$ cat src/rtl/ex_forward_ctrl_if.sv
// ex_forward_ctrl_if: ID-side hazard bundle. master drives the ID fields.
// slave returns ForwardA/B, Stall and, with FWD_STATS_EN, StallCount.
interface ex_forward_ctrl_if #(
  parameter int REG_AW = 3
);
  logic [REG_AW-1:0] ID_Rs;
  logic [REG_AW-1:0] ID_Rt;
  logic              ID_UsesRt;
  logic [REG_AW-1:0] ID_DestReg;
  logic              ID_RegWrite;
  logic              ID_MemRead;
  logic              ID_Valid;
  logic              Flush;
  logic [1:0]        ForwardA;
  logic [1:0]        ForwardB;
  logic              Stall;
`ifdef FWD_STATS_EN
  logic [15:0]       StallCount;
`endif

  modport master (
    output ID_Rs, ID_Rt, ID_UsesRt,
    output ID_DestReg, ID_RegWrite,
    output ID_MemRead, ID_Valid, Flush,
    input  ForwardA, ForwardB, Stall
`ifdef FWD_STATS_EN
    , input StallCount
`endif
  );

  modport slave (
    input  ID_Rs, ID_Rt, ID_UsesRt,
    input  ID_DestReg, ID_RegWrite,
    input  ID_MemRead, ID_Valid, Flush,
    output ForwardA, ForwardB, Stall
`ifdef FWD_STATS_EN
    , output StallCount
`endif
  );
endinterface

$ cat src/rtl/ex_forward_ctrl.sv
// ex_forward_ctrl: EX operand forward selects and load-use Stall request.
// Ports: Clk, Rst_n (async low), bus (slave). FWD_STATS_EN adds StallCount.
module ex_forward_ctrl #(
  parameter int REG_AW = 3
) (
  input logic              Clk,
  input logic              Rst_n,
  ex_forward_ctrl_if.slave bus
);

  typedef struct packed {
    logic [REG_AW-1:0] dest;
    logic              wr;
    logic              ld;
  } exSh_t;

  typedef struct packed {
    logic [REG_AW-1:0] dest;
    logic              wr;
  } memSh_t;

  exSh_t      exSh;
  memSh_t     memSh;
  exSh_t      exNext;
  logic [1:0] fwdA;
  logic [1:0] fwdB;
  logic [1:0] fwdANext;
  logic [1:0] fwdBNext;
  logic       loadUse;
  logic       bubble;

  function automatic logic hit(
    input logic              wr,
    input logic [REG_AW-1:0] dest,
    input logic [REG_AW-1:0] r
  );
    return wr && (dest != '0) && (dest == r);
  endfunction

  // Newer producer (EX shadow) wins over MEM shadow.
  function automatic logic [1:0] fwdSel(
    input logic [REG_AW-1:0] r
  );
    if (hit(exSh.wr, exSh.dest, r))
      return 2'b10;
    else if (hit(memSh.wr, memSh.dest, r))
      return 2'b01;
    else
      return 2'b00;
  endfunction

  always_comb begin
    loadUse = 1'b0;
    if (bus.ID_Valid && !bus.Flush &&
        exSh.ld && exSh.wr &&
        exSh.dest != '0)
      loadUse =
        (exSh.dest == bus.ID_Rs) ||
        (bus.ID_UsesRt &&
         exSh.dest == bus.ID_Rt);
  end

  always_comb begin
    bubble   = loadUse || bus.Flush;
    exNext   = '0;
    fwdANext = 2'b00;
    fwdBNext = 2'b00;
    if (!bubble) begin
      exNext.dest = bus.ID_DestReg;
      exNext.wr   = bus.ID_RegWrite
                    & bus.ID_Valid;
      exNext.ld   = bus.ID_MemRead
                    & bus.ID_Valid;
      fwdANext    = fwdSel(bus.ID_Rs);
      if (bus.ID_UsesRt)
        fwdBNext  = fwdSel(bus.ID_Rt);
    end
  end

  always_ff @(posedge Clk or negedge Rst_n) begin
    if (!Rst_n) begin
      exSh  <= '0;
      memSh <= '0;
      fwdA  <= 2'b00;
      fwdB  <= 2'b00;
    end else begin
      exSh       <= exNext;
      memSh.dest <= exSh.dest;
      memSh.wr   <= exSh.wr;
      fwdA       <= fwdANext;
      fwdB       <= fwdBNext;
    end
  end

  assign bus.ForwardA = fwdA;
  assign bus.ForwardB = fwdB;
  assign bus.Stall    = loadUse;

`ifdef FWD_STATS_EN
  logic [15:0] stallCnt;

  always_ff @(posedge Clk or negedge Rst_n) begin
    if (!Rst_n)
      stallCnt <= '0;
    else if (loadUse && stallCnt != 16'hFFFF)
      stallCnt <= stallCnt + 16'd1;
  end

  assign bus.StallCount = stallCnt;
`endif

endmodule

$ cat src/flat_wrapper.sv
// flat-port wrapper written by rule: the top's interface ports become plain ports
module ex_forward_ctrl_flat 
#(
  parameter int REG_AW = 3
)
  (Clk, Rst_n, bus_ID_Rs, bus_ID_Rt, bus_ID_UsesRt, bus_ID_DestReg, bus_ID_RegWrite, bus_ID_MemRead, bus_ID_Valid, bus_Flush, bus_ForwardA, bus_ForwardB, bus_Stall);
  ex_forward_ctrl_if #(.REG_AW(REG_AW)) bus_i ();
  input logic Clk;
  input logic Rst_n;
  input wire logic [$bits(bus_i.ID_Rs)-1:0] bus_ID_Rs;
  input wire logic [$bits(bus_i.ID_Rt)-1:0] bus_ID_Rt;
  input wire logic [$bits(bus_i.ID_UsesRt)-1:0] bus_ID_UsesRt;
  input wire logic [$bits(bus_i.ID_DestReg)-1:0] bus_ID_DestReg;
  input wire logic [$bits(bus_i.ID_RegWrite)-1:0] bus_ID_RegWrite;
  input wire logic [$bits(bus_i.ID_MemRead)-1:0] bus_ID_MemRead;
  input wire logic [$bits(bus_i.ID_Valid)-1:0] bus_ID_Valid;
  input wire logic [$bits(bus_i.Flush)-1:0] bus_Flush;
  output wire logic [$bits(bus_i.ForwardA)-1:0] bus_ForwardA;
  output wire logic [$bits(bus_i.ForwardB)-1:0] bus_ForwardB;
  output wire logic [$bits(bus_i.Stall)-1:0] bus_Stall;
  assign bus_i.ID_Rs = bus_ID_Rs;
  assign bus_i.ID_Rt = bus_ID_Rt;
  assign bus_i.ID_UsesRt = bus_ID_UsesRt;
  assign bus_i.ID_DestReg = bus_ID_DestReg;
  assign bus_i.ID_RegWrite = bus_ID_RegWrite;
  assign bus_i.ID_MemRead = bus_ID_MemRead;
  assign bus_i.ID_Valid = bus_ID_Valid;
  assign bus_i.Flush = bus_Flush;
  assign bus_ForwardA = bus_i.ForwardA;
  assign bus_ForwardB = bus_i.ForwardB;
  assign bus_Stall = bus_i.Stall;
  ex_forward_ctrl #(.REG_AW(REG_AW)) u_core (.Clk(Clk), .Rst_n(Rst_n), .bus(bus_i));
endmodule
$ cat config.mk
export PLATFORM = sky130hd
export DESIGN_NAME = ex_forward_ctrl_flat
export DESIGN_NICKNAME = d
export VERILOG_FILES = /design/src/rtl/ex_forward_ctrl_if.sv /design/src/rtl/ex_forward_ctrl.sv /design/src/flat_wrapper.sv
export SDC_FILE = /design/constraint.sdc
export NUM_CORES = 1
export LEC_CHECK = 0
export ABC_AREA = 1
export BUFFER_PORTS_ARGS = -buffer_cell sky130_fd_sc_hd__buf_2
export CAP_MARGIN = 20
export CORE_AREA = 2 2 39 41
export DETAILED_ROUTE_END_ITERATION = 8
export DIE_AREA = 0 0 41 43
export PLACE_DENSITY = 0.73
export SLEW_MARGIN = 20
export SYNTH_ARGS = -nofsm -noshare
export SYNTH_HDL_FRONTEND = slang
export SYNTH_SLANG_ARGS = --single-unit
$ cat constraint.sdc
create_clock -name Clk -period 3.4 [get_ports Clk]
set_input_delay 0.51 -clock Clk [delete_from_list [all_inputs] [get_ports Clk]]
set_output_delay 0.51 -clock Clk [all_outputs]
set_load 0.005 [all_outputs]
After elaboration in Yosys (flattened, before gate mapping) --
Index checks and enable logic that the tools add are counted. Widths: inputs -> output; s select.
Operators by class: equality and inequality tests 4, mux-type cells 9, bitwise operators 2, reductions and logical operators 16
Operator list (number):
- $eq 3x3->1 | 4
- $logic_and 1x1->1 | 11
- $mux 2 | 5
- $reduce_bool 3->1 | 2
- $mux 5 | 1
- $mux 1 | 3
- $and 1x1->1 | 2
- $logic_or 1x1->1 | 2
- $logic_not 1->1 | 1
Word-level totals: register bits 13

Longest topological paths before layout --
depth after elaboration 8, mapped depth 8, gate-level depth less buffers 8

Worst setup path before layout --
No wires, ideal clock.
kind input to output, start point input bus_ID_Rt[1], end point output bus_Stall, arrival 964 ps, data required time 2890 ps, path slack 1926 ps, stages 7, buffers on the path 0, cell sequence inv_1 nand2_1 nand2_1 nand4_1 nand2_1 nand2_2 inv_1
Between the ends: cells in the longest elaborated chain, start to end 4
RTL lines:
- from (decl) | line flat_wrapper.sv:11 | input wire logic [$bits(bus_i.ID_Rt)-1:0] bus_ID_Rt;
- $eq 3x3->1 | line ex_forward_ctrl.sv:60 | exSh.dest == bus.ID_Rt);
- $logic_and 1x1->1 | line ex_forward_ctrl.sv:59 | (bus.ID_UsesRt &&
- $logic_or 1x1->1 | line ex_forward_ctrl.sv:58 | (exSh.dest == bus.ID_Rs) ||
- $mux 1 | line ex_forward_ctrl.sv:54 | if (bus.ID_Valid && !bus.Flush &&
- to (decl) | line flat_wrapper.sv:20 | output wire logic [$bits(bus_i.Stall)-1:0] bus_Stall;
No other way between the ends.

Worst setup path after layout --
start point register u_core.exSh[2] in the netlist's numbering, end point output bus_Stall
Between the ends: cells in the longest elaborated chain, start to end 4
RTL lines:
- from (decl) | line ex_forward_ctrl.sv:22 | exSh_t exSh;
- from (signal assigned) | line ex_forward_ctrl.sv:87 | exSh <= exNext;
- $eq 3x3->1 | line ex_forward_ctrl.sv:60
- $logic_and 1x1->1 | line ex_forward_ctrl.sv:59
- $logic_or 1x1->1 | line ex_forward_ctrl.sv:58
- $mux 1 * | line ex_forward_ctrl.sv:54
Every way passes the cells marked *; elsewhere a longest branch is shown, timed or not.

==> results.py <==
metrics = {
    "status": {
        "outcome": "complete, no violations",
    },
    "finish": {
        "syn2layout_area_growth_pct": 23.5,
        "seq_area_um2": 325,
        "nNetsFinal": 113,
        "antenna_cells": 0,
        "multi_input_area_um2": 259,
        "drive_above_1_share_pct": 26.0,
        "final_cell_area_um2": 768,
        "fill_cells": 135,
    },
    "critical_path": {
        "worstPathArrival_ps": 1350,
        "startpoint_type": "flip-flop",
        "r2r_start": "u_core.exSh[2]",
        "critPathCaptureType": "output port",
        "path_buf_inv": 2,
        "max_stage_delay_ps": 430,
        "worstSetupPathType": "reg -> out",
        "cpLargestDelayFamily": "flip-flops",
        "crit_fanout": 4,
        "crit_slowest_cell": "dfrtp_1",
        "cp.required_ps": 2890,
        "startpoint": "u_core.exSh[2]",
        "crit_path_cell_trace": "xnor2_1 > nand4_1 > nand2_1 > nand2_2 > inv_1 > buf_2",
    },
    "yosys": {
        "syn_nets": 88,
        "synth_cell_types": 14,
        "synth_xor_area_share_pct": 12.7,
        "yosys-top-cells-area": "dfrtp_1 52%, xnor2_1 9.9%, nand2_1 8.5%",
        "yosysTopAreaCellShare_pct": 52.3,
        "synth_compound_area_share_pct": 2.82,
        "syn_avg_cell_area_um2": 8.64,
        "yosys.area_share.adder_pct": 0,
        "synth_largest_area_cell": "dfrtp_1",
        "syn_inst": 72,
        "ys_seq_elements": 13,
        "synth_top_family_by_area": "simple AND/OR/NAND/NOR gates",
        "syn_area_um2": 622,
        "seq_area_frac_synth_pct": 52.3,
        "synth.area.mux_share_pct": 0,
        "synthSimpleGateAreaFrac_pct": 26.2,
        "yosysWarnings": 0,
    },
    "sta": {
        "slew_headroom_pct": 81.4,
        "fin_crit_sh_pct": 54.6,
        "setup_viol": 0,
        "fmax_mhz": 539,
        "tns_ps": 0,
        "layout_setup_ws_ps": 1540,
        "hold-worst-slack_ps": 95.5,
        "min_period_ps": 1860,
        "rsz0062_at_grt": "false",
        "hold_violations": 0,
        "skew_ps": 5.21,
        "worstMarginPinSlew_ps": 277,
        "slew_viol_final": 0,
    },
    "power_and_ir_drop": {
        "p_leak_nw": 0.426,
        "seqPwrFrac_pct": 55.1,
        "clockPowerShare_pct": 31.8,
        "ir_drop_uv": 196,
        "combPwrFrac_pct": 13.1,
        "power_density_mw_per_mm2": 389,
        "p_sw_mw": 0.0757,
        "switching_share_pct": 25.3,
        "power_mw": 0.299,
        "internal_power_mw": 0.223,
    },
    "cts": {
        "cts_buffers": 3,
        "tritoncts": "yes",
        "htreeDepth": 1,
        "cts_num_sinks": 13,
        "cts_setup_buffers": 0,
        "root_buffer": "clkbuf_4",
        "clk_latency_ps": 280,
        "ctsResizeCount": 0,
        "clkTransAtPathRegs_ps": 80,
        "cts.path.max_buffers": 2,
        "postCtsHoldBufs": 0,
    },
    "die": {
        "dieArea_mm2": 0.00176,
        "rows": 14,
        "num_io_pins": 21,
        "fp.coreArea_mm2": 0.00138,
        "die_x_um": 41,
        "die_h_um": 43,
        "initial_core_util_pct": 44.9,
    },
    "routing": {
        "drc": 0,
        "viasPerCell": 4.71,
        "drt_pass1_iterations": 4,
        "num_vias": 527,
        "routedWlPerCell_um": 10.0,
        "routed_wl_mm": 1.12,
        "drtIter0Drc": 3,
        "ant_nets": 0,
    },
    "placed_design": {
        "hpwl_um": 895,
        "gp_congestion": 0.805,
        "dp_slack_ps": 1660,
        "postPlaceCellArea_um2": 742,
        "io_buffer_count": 20,
    },
    "hold_path": {
        "hp-class": "in -> async",
    },
    "global_route": {
        "grt_max_degree": 14,
        "grt_pass1_vias": 518,
        "grt_pass1_wl_mm": 1.97,
        "grt_use_total_pct": 17.1,
        "grt_antenna_before_repair": 0,
        "grt-ovfl-total": 0,
    },
    "run": {
        "cap_viol_max_count": 0,
    },
}
cell families (layout without fill, tap and decap cells):
family	Yosys count	in the layout
AO/OA/AOI/OAI	3	3
XOR/XNOR	9	9
buffers and inverters	10	34
flip-flops	13	13
AND/OR/NAND/NOR	37	37
cell usage after synthesis:
library cell	count
o21ai_0	1
dfrtp_1	13
nand2_1	14
o31ai_1	1
inv_1	10
xnor2_1	7
nand3_1	3
nand2_4	1
nand2_2	1
xor2_1	2
nor2_1	14
nand4_1	3
nand2b_1	1
a21oi_1	1
power by group through the flow:
stage / Clock (mW) / Sequential, mW / Combinational (mW)
final: 0.0952 / 0.165 / 0.0392
after global routing: 0.107 / 0.166 / 0.0452
after CTS: 0.0999 / 0.165 / 0.0399
after floorplan: 0 / 0.167 / 0.0225
after global placement: 0 / 0.168 / 0.0383
after detailed placement: 0 / 0.168 / 0.0397
metrics by stage:
step / util (%) / cells
floorplan: - / 72
global placement: 53.6 / 108
detailed placement: 53.6 / 108
CTS: 55.5 / 112
global route: 55.5 / 112
finish: 55.5 / 112
cell usage in the layout (no fill, tap or decap), types with 2 or more instances in the layout:
cell type	Yosys	layout
dfrtp_1	13	13
inv_1	10	10
xnor2_1	7	7
nand4_1	3	3
buf_2	0	20
clkbuf_4	0	3
xor2_1	2	2
nor2_1	14	14
nand2_1	14	14
nand3_1	3	3
final timing paths:
| check | endpoint | slack [ps] | cells past startpoint |
|---|---|---|---|
| hold reg to reg | u_core.memSh[0] | 380 | 0 |
| hold / removal | u_core.memSh[2] | 100 | 1 |
| setup reg to reg | u_core.bus.ForwardB[1] | 2210 | 6 |
| min in group Clk | u_core.memSh[0] | 380 | 0 |
| max in group asynchronous | u_core.exSh[0] | 3080 | 1 |
| setup / recovery | bus_Stall | 1540 | 6 |
layer usage:
metal  vias up  GRT usage, %  share of wire (%)  wire length (µm)
li1        268             -                  -                 -
met1       237          17.7                 37               415
met2        17          28.1                 52               586
met3         5          3.66                7.0                79
met4         0          12.0                3.6                40
met5         -             0                  0                 0
sequential cells by signal (all words and copies together) (netlist names):
register             flops
u_core.memSh             4
u_core.bus.ForwardA      2
u_core.bus.ForwardB      2
u_core.exSh              5
cell type report:
class / count / share of cell area [%]
Inverter: 10 / 4.89
Multi-Input combinational cell: 49 / 33.7
Tap cell: 16 / 2.61
Timing Repair Buffer: 20 / 13.0
Sequential cell: 13 / 42.3
Clock buffer: 4 / 3.42
worst reg2reg max path, delay by kind of cell (launching register included):
family / cells / cell delay [ps]
flip-flops: 1 / 430
AND/OR/NAND/NOR: 5 / 430
XOR/XNOR: 1 / 230
No activity file was read; power rests on OpenSTA's default activity.
